`src/rtl/combo_lock_pkg.sv`:
```
// Shared encodings for the combination lock: FSM states double as the
// display driver's Selector mode codes, plus button indices and helpers.
package combo_lock_pkg;

  typedef enum logic [2:0] {
    SEL_IDLE  = 3'b000,
    SEL_DIG1  = 3'b001,
    SEL_DIG2  = 3'b010,
    SEL_DIG3  = 3'b011,
    SEL_DIG4  = 3'b100,
    SEL_CHECK = 3'b101,
    SEL_PASS  = 3'b110,
    SEL_FAIL  = 3'b111
  } sel_e;

  localparam int NUM_BTNS  = 4;
  localparam int BTN_UP    = 0;
  localparam int BTN_DOWN  = 1;
  localparam int BTN_ENTER = 2;
  localparam int BTN_CLEAR = 3;

  function automatic sel_e next_digit_state(input sel_e s);
    case (s)
      SEL_DIG1: return SEL_DIG2;
      SEL_DIG2: return SEL_DIG3;
      SEL_DIG3: return SEL_DIG4;
      SEL_DIG4: return SEL_CHECK;
      default:  return SEL_IDLE;
    endcase
  endfunction

  // Bit offset of digit n inside {d1,d2,d3,d4}; digit 1 is the top nibble.
  function automatic int digit_lsb(input sel_e s);
    case (s)
      SEL_DIG1: return 12;
      SEL_DIG2: return 8;
      SEL_DIG3: return 4;
      default:  return 0;
    endcase
  endfunction

  function automatic int unsigned max3(input int unsigned a, input int unsigned b,
                                       input int unsigned c);
    int unsigned m;
    m = (a > b) ? a : b;
    return (m > c) ? m : c;
  endfunction

endpackage

```
`src/rtl/btn_edge.sv`:
```
// Two-flop synchroniser followed by a rising-edge detector; emits a
// single-cycle pulse per press of an asynchronous button.
module btn_edge (
  input  logic Clock,
  input  logic Reset_n,
  input  logic btn_i,
  output logic pulse_o
);

  logic [1:0] sync_q;
  logic       prev_q;

  always_ff @(posedge Clock or negedge Reset_n) begin
    if (!Reset_n) begin
      sync_q <= 2'b00;
      prev_q <= 1'b0;
    end else begin
      sync_q <= {sync_q[0], btn_i};
      prev_q <= sync_q[1];
    end
  end

  assign pulse_o = sync_q[1] & ~prev_q;

endmodule

```
`src/rtl/combo_lock_fsm.sv`:
```
// Combination-lock controller: collects four digits from Up/Down/Enter/Clear,
// checks them against CODE and drives the display driver's Number/Selector.
module combo_lock_fsm
  import combo_lock_pkg::*;
#(
  parameter logic [15:0] CODE          = 16'h1234,
  parameter int unsigned CHECK_TICKS   = 50_000_000,
  parameter int unsigned RESULT_TICKS  = 200_000_000,
  parameter int unsigned MAX_FAILS     = 3,
  parameter int unsigned LOCKOUT_TICKS = 1_000_000_000
) (
  input  logic       Clock,
  input  logic       Reset_n,
  input  logic       BtnUp,
  input  logic       BtnDown,
  input  logic       BtnEnter,
  input  logic       BtnClear,
  output logic [3:0] Number,
  output logic [2:0] Selector,
  output logic       Unlocked,
  output logic       Locked_out
);

  localparam int unsigned MAX_TICKS = max3(CHECK_TICKS, RESULT_TICKS, LOCKOUT_TICKS);
  localparam int TW = (MAX_TICKS > 1) ? $clog2(MAX_TICKS) : 1;
  localparam int FW = (MAX_FAILS > 1) ? $clog2(MAX_FAILS + 1) : 1;

  localparam logic [TW-1:0] CHECK_LAST   = TW'(CHECK_TICKS - 1);
  localparam logic [TW-1:0] RESULT_LAST  = TW'(RESULT_TICKS - 1);
  localparam logic [TW-1:0] LOCKOUT_LAST = TW'(LOCKOUT_TICKS - 1);
  localparam logic [FW-1:0] FAIL_LIMIT   = FW'(MAX_FAILS);

  logic [NUM_BTNS-1:0] btn_raw;
  logic [NUM_BTNS-1:0] btn_pulse;

  assign btn_raw = {BtnClear, BtnEnter, BtnDown, BtnUp};

  for (genvar gi = 0; gi < NUM_BTNS; gi++) begin : g_btn
    btn_edge u_btn_edge (
      .Clock   (Clock),
      .Reset_n (Reset_n),
      .btn_i   (btn_raw[gi]),
      .pulse_o (btn_pulse[gi])
    );
  end

  logic up_p, down_p, enter_p, clear_p;
  assign up_p    = btn_pulse[BTN_UP];
  assign down_p  = btn_pulse[BTN_DOWN];
  assign enter_p = btn_pulse[BTN_ENTER];
  assign clear_p = btn_pulse[BTN_CLEAR];

  sel_e          state_q,    state_d;
  logic [3:0]    number_q,   number_d;
  logic [15:0]   digits_q,   digits_d;
  logic [FW-1:0] fail_q,     fail_d;
  logic [TW-1:0] tick_q,     tick_d;
  logic          unlocked_q, unlocked_d;
  logic          lockout_q,  lockout_d;

  logic [FW-1:0] fail_inc;
  logic          timed;

  assign fail_inc = (fail_q >= FAIL_LIMIT) ? FAIL_LIMIT : fail_q + 1'b1;
  assign timed    = (state_q == SEL_CHECK) || (state_q == SEL_PASS) || (state_q == SEL_FAIL);

  always_comb begin
    state_d   = state_q;
    number_d  = number_q;
    digits_d  = digits_q;
    fail_d    = fail_q;
    lockout_d = lockout_q;

    case (state_q)
      SEL_IDLE: begin
        number_d = 4'h0;
        if (enter_p) begin
          state_d  = SEL_DIG1;
          digits_d = 16'h0000;
        end
      end

      SEL_DIG1, SEL_DIG2, SEL_DIG3, SEL_DIG4: begin
        // Clear beats Enter beats Up/Down; Enter latches the pre-edit value.
        if (clear_p) begin
          state_d  = SEL_IDLE;
          digits_d = 16'h0000;
          number_d = 4'h0;
        end else if (enter_p) begin
          digits_d[digit_lsb(state_q) +: 4] = number_q;
          number_d = 4'h0;
          state_d  = next_digit_state(state_q);
        end else if (up_p && !down_p) begin
          number_d = number_q + 4'h1;
        end else if (down_p && !up_p) begin
          number_d = number_q - 4'h1;
        end
      end

      SEL_CHECK: begin
        number_d = 4'h0;
        if (tick_q == CHECK_LAST) begin
          if (digits_q == CODE) begin
            state_d = SEL_PASS;
            fail_d  = '0;
          end else begin
            state_d   = SEL_FAIL;
            fail_d    = fail_inc;
            lockout_d = (fail_inc == FAIL_LIMIT);
          end
        end
      end

      SEL_PASS: begin
        number_d = 4'h0;
        if (tick_q == RESULT_LAST) state_d = SEL_IDLE;
      end

      SEL_FAIL: begin
        number_d = 4'h0;
        if (lockout_q) begin
          if (tick_q == LOCKOUT_LAST) begin
            state_d   = SEL_IDLE;
            fail_d    = '0;
            lockout_d = 1'b0;
          end
        end else if (tick_q == RESULT_LAST) begin
          state_d = SEL_IDLE;
        end
      end

      default: begin
        state_d   = SEL_IDLE;
        number_d  = 4'h0;
        lockout_d = 1'b0;
      end
    endcase

    // The tick counter only runs while dwelling in a timed state.
    tick_d     = (timed && (state_d == state_q)) ? tick_q + 1'b1 : '0;
    unlocked_d = (state_d == SEL_PASS);
  end

  always_ff @(posedge Clock or negedge Reset_n) begin
    if (!Reset_n) begin
      state_q    <= SEL_IDLE;
      number_q   <= 4'h0;
      digits_q   <= 16'h0000;
      fail_q     <= '0;
      tick_q     <= '0;
      unlocked_q <= 1'b0;
      lockout_q  <= 1'b0;
    end else begin
      state_q    <= state_d;
      number_q   <= number_d;
      digits_q   <= digits_d;
      fail_q     <= fail_d;
      tick_q     <= tick_d;
      unlocked_q <= unlocked_d;
      lockout_q  <= lockout_d;
    end
  end

  assign Number     = number_q;
  assign Selector   = state_q;
  assign Unlocked   = unlocked_q;
  assign Locked_out = lockout_q;

endmodule

```
`config.mk`:
```
export PLATFORM = sky130hd
export DESIGN_NAME = combo_lock_fsm
export DESIGN_NICKNAME = d
export VERILOG_FILES = /design/src/rtl/combo_lock_pkg.sv /design/src/rtl/btn_edge.sv /design/src/rtl/combo_lock_fsm.sv
export SDC_FILE = /design/constraint.sdc
export NUM_CORES = 1
export LEC_CHECK = 0
export BUFFER_PORTS_ARGS = -buffer_cell sky130_fd_sc_hd__buf_4
export CAP_MARGIN = 20
export CELL_PAD_IN_SITES_DETAIL_PLACEMENT = 0
export CELL_PAD_IN_SITES_GLOBAL_PLACEMENT = 2
export CORE_MARGIN = 5
export CORE_UTILIZATION = 37
export DETAILED_ROUTE_END_ITERATION = 16
export GPL_TIMING_DRIVEN = 0
export PLACE_DENSITY_LB_ADDON = 0.1
export SLEW_MARGIN = 20
export SYNTH_ARGS = -nofsm -noshare
export SYNTH_HDL_FRONTEND = slang
export SYNTH_SLANG_ARGS = --single-unit
```
`constraint.sdc`:
```
create_clock -name Clock -period 2.55 [get_ports Clock]
set_input_delay 0 -clock Clock [delete_from_list [all_inputs] [get_ports Clock]]
set_output_delay 0 -clock Clock [all_outputs]
set_load 0.05 [all_outputs]
```
==> run summary <==
The flow ran to the end, and the final reports show no timing, DRC or antenna violations. The highest net fanout along the worst path is 10. The global routing met3 resource utilization is 0.0346. sky130_fd_sc_hd__dfrtp_1 takes more of the synthesized area than any other cell.

The xor-xnor portion of the synthesized cell area came out at 0.0804. The total iterations of the first detailed-routing run came out at 4. Measured along the x axis, the die boundary spans 109 um. The initial antenna violation count came to 0.

For this run the aggregate overflow at the end of global routing stands at 0. The count of warnings emitted by yosys is 0. The maximum number of pins on one net before global-route repair is 70. Data arrives at the worst endpoint at 2630 ps. The number of instances in the synthesized netlist is 340. The clock latency of the later-clocked register in the worst-skew pair is 350 ps. The final number of setup-violating endpoints is 0. The number of port buffers is 14. The share of flip-flops with an asynchronous set or reset came out at 1.00.

The post-DP HPWL came out at 5.51 mm. The die covers 0.0118 mm^2. After synthesis, the largest family of logic cells by area is simple AND/OR/NAND/NOR gates. Across the whole layout, storage elements account for 0.00173 mm^2. The number of inserted diodes came out at 0. The fraction of met2 tracks used by global routing is 0.256. Dividing the detail-routed wire length by the instance count gives 16.2 um.

The average cell area after synthesis came out at 10.6 um^2. The total vias in the final route is 2,647. TritonCTS built the clock tree.

The initial cell density of the core came out at 0.373. The most used flip-flop cell after synthesis is sky130_fd_sc_hd__dfrtp_1. The final-report max-slew violation count is 0. The final cycle utilization of the critical path came out at 0.937.

Clock tree synthesis found a total of 69 sinks. The number of enable-type register cells in the synthesized netlist is 0. The global-route total usage across every layer is 0.155. The die height came out at 109 um. The number of distinct library cells after synthesis came out at 49. At the end of routability-driven placement, the weighted congestion stood at 0.740. The count of standard-cell rows came out at 36. met2 is the most crowded layer.

The total number of H-tree levels is 3. The synthesized design contains 69 register bits. The worst setup path is launched from a flop. The met1 track demand over resource is 0.201. The number of placed instances, taps included, is 487. Derived from the worst setup path, the maximum achievable clock frequency is 0.418 GHz.

Ranked by total cell area, the synthesized netlist is headed by sky130_fd_sc_hd__dfrtp_1, sky130_fd_sc_hd__xor2_1, sky130_fd_sc_hd__a22o_1. The count of placed standard cells in the final layout, fillers left out came out at 511. Across the routed clock network, the largest skew measured is 10.9 ps. The area share of the largest cell type after synthesis is 0.480. The number of global-route vias before repair was 2,775. The sequential area share after synthesis came out at 0.480. Compared with the post-synthesis result, the final layout area differs by 17.6%. Subtracting the final worst setup slack from the clock period gives 2390 ps. The actual slew at the worst max-slew pin came out at 893 ps. The share of final-layout standard cells stronger than drive strength 1 came out at 0.209. The share of the synthesized area in compound gates (AO/OA/AOI/OAI) came out at 0.112. Setup repair after global routing left no endpoint under its margin.

The wire length after detailed routing is 8.30 mm. The first routing iteration left 105 violations. The max-capacitance violation count is 0. The remaining design rule violation count came out at 0. The remaining antenna violation count is 0. The worst vdd rail ir drop is 0.428 mV. STA classifies the critical path endpoint as a flop. Leaving out fill and tap cells, the most frequent cell in the layout is sky130_fd_sc_hd__dfrtp_1.

The CTS buffer count came out at 9. The analysis attributes to cell leakage a power of 1.77 nW. The tightest min-delay check is of the in2reg type. The required time reported for the critical path endpoint came out at 2790 ps. The final-layout setup total negative slack came out at 0 ps.

The synthesized-area fraction occupied by adder cells came out at 0.0369. The first global-routing pass estimated 14.3 mm of wire. In this run the power density over the cells is 566 mW/mm^2.

The number of placed I/O pins is 15. In the final layout, the multi-input gates occupy 0.00187 mm^2. The worst-case clock buffer depth is 2. After filler insertion, the fill cell instance count of the layout stands at 993.

In this run the tightest slew margin relative to its limit is 0.405. The simple-gate share of the synthesized area came out at 0.262. The total number of nets in the final design came out at 389. In this run the standard cell core region covers 0.00964 mm^2.

The detail-routed via count per cell is 5.18. By startpoint and endpoint, the worst setup path is classified as reg2reg. The fraction of synthesized area in multiplexers came out at 0.00557. The clock-pin transition on the worst setup and hold timing paths came out at 80 ps. The worst-case hold slack came out at 302 ps. CTS placed an instance of sky130_fd_sc_hd__clkbuf_8 at the clock tree root. The post-synth net total is 356.

The summed instance area of the synthesized netlist came out at 0.00359 mm^2. In the layout the commonest cells are sky130_fd_sc_hd__dfrtp_1, sky130_fd_sc_hd__nor2_1, sky130_fd_sc_hd__xor2_1. The number of hold violations in the final report came to 0.
## registers in the layout, indices dropped and copies added (netlist names)
signal                   flops
g_btn.u_btn_edge.sync_q      8
tick_q                      30
Number                       4
Unlocked                     1
g_btn.u_btn_edge.prev_q      4
Selector                     3
Locked_out                   1
fail_q                       2
digits_q                    16
## cell families after synthesis
logic type,Yosys count
buf+inv,16
compound gates,53
mux,2
simple gates,157
fa+ha+maj,10
xor+xnor,33
flops,69
## per-stage QoR
| stage | setup WS (ps) | cell area [um^2] | utilization | total power, mW |
|---|---|---|---|---|
| 4_1_cts | 5.22 | 4140 | 0.429 | 2.41 |
| 3_3_place_gp | -210 | 3880 | 0.402 | 1.50 |
| 6_report | 160 | 4230 | 0.439 | 2.39 |
| 2_1_floorplan | 88.5 | 3600 | - | 1.42 |
| 5_1_grt | 1.85 | 4230 | 0.439 | 2.53 |
| 3_5_place_dp | -224 | 3880 | 0.402 | 1.50 |
## final timing paths
| check | start | to | slack [ps] | cells after the start |
|---|---|---|---|---|
| min | BtnDown | g_btn[1].u_btn_edge.sync_q[0] | 300 | 2 |
| min reg2reg | g_btn[2].u_btn_edge.sync_q[0] | g_btn[2].u_btn_edge.sync_q[1] | 350 | 0 |
| max reg2reg | tick_q[9] | tick_q[24] | 160 | 7 |
| max in group asynchronous | Reset_n | Selector[2] | 1640 | 2 |
| min in group asynchronous | Reset_n | Unlocked | 310 | 2 |
| max | tick_q[9] | tick_q[24] | 160 | 7 |
## metal layers
metal  up-vias  share of wire
li1       1301              -
met1      1309           0.46
met2        28           0.50
met3         9          0.027
met4         0          0.014
met5         -              0
## where the power goes
part,leakage (nW),internal [mW],total [mW],switching (mW)
Sequential,0.908,1.17,1.23,0.0688
Clock,0.0964,0.476,0.899,0.423
Combinational,0.761,0.111,0.260,0.149
Total,1.77,1.75,2.39,0.641
## cell usage after synthesis (4+ instances only)
cell type and number:
sky130_fd_sc_hd__xnor2_1 9, sky130_fd_sc_hd__nor2b_1 4, sky130_fd_sc_hd__o21ai_0 9, sky130_fd_sc_hd__inv_1 8, sky130_fd_sc_hd__and4_1 4, sky130_fd_sc_hd__nor2_1 27
sky130_fd_sc_hd__nand2_1 20, sky130_fd_sc_hd__clkbuf_1 4, sky130_fd_sc_hd__xor2_1 24, sky130_fd_sc_hd__dfrtp_1 69, sky130_fd_sc_hd__a21oi_1 10, sky130_fd_sc_hd__or3_1 4
sky130_fd_sc_hd__nand2b_1 7, sky130_fd_sc_hd__nor2_2 20, sky130_fd_sc_hd__nand4_1 18, sky130_fd_sc_hd__nor4_1 5, sky130_fd_sc_hd__nor3_1 5, sky130_fd_sc_hd__nand3b_1 4
sky130_fd_sc_hd__ha_1 9, sky130_fd_sc_hd__a22o_1 16, sky130_fd_sc_hd__nand3_1 20
## layout make-up
| cell class | count | share of cell area |
|---|---|---|
| buffer | 6 | 0.0118 |
| clock buffer | 12 | 0.0343 |
| clock inverter | 4 | 0.0112 |
| inverter | 8 | 0.00710 |
| multi-input combinational | 255 | 0.441 |
| sequential | 69 | 0.409 |
| tap | 133 | 0.0393 |
| timing repair buffer | 24 | 0.0456 |
## repair_timing
action	4_1_cts	5_1_grt
hold buffers	5	0
gates resized for setup	5	9
endpoints found under the hold margin	73	0
setup endpoints to repair	20	42
pin swaps	1	5
buffers inserted	0	5
## critical path: stages (launching register included)
cell,delay (ps)
sky130_fd_sc_hd__dfrtp_1,430
sky130_fd_sc_hd__or4b_4,600
sky130_fd_sc_hd__nor4_2,390
sky130_fd_sc_hd__a211oi_1,140
sky130_fd_sc_hd__o41ai_4,300
sky130_fd_sc_hd__buf_4,190
sky130_fd_sc_hd__buf_6,170
sky130_fd_sc_hd__nor2_2,50
Power figures use the tool's default switching activity.
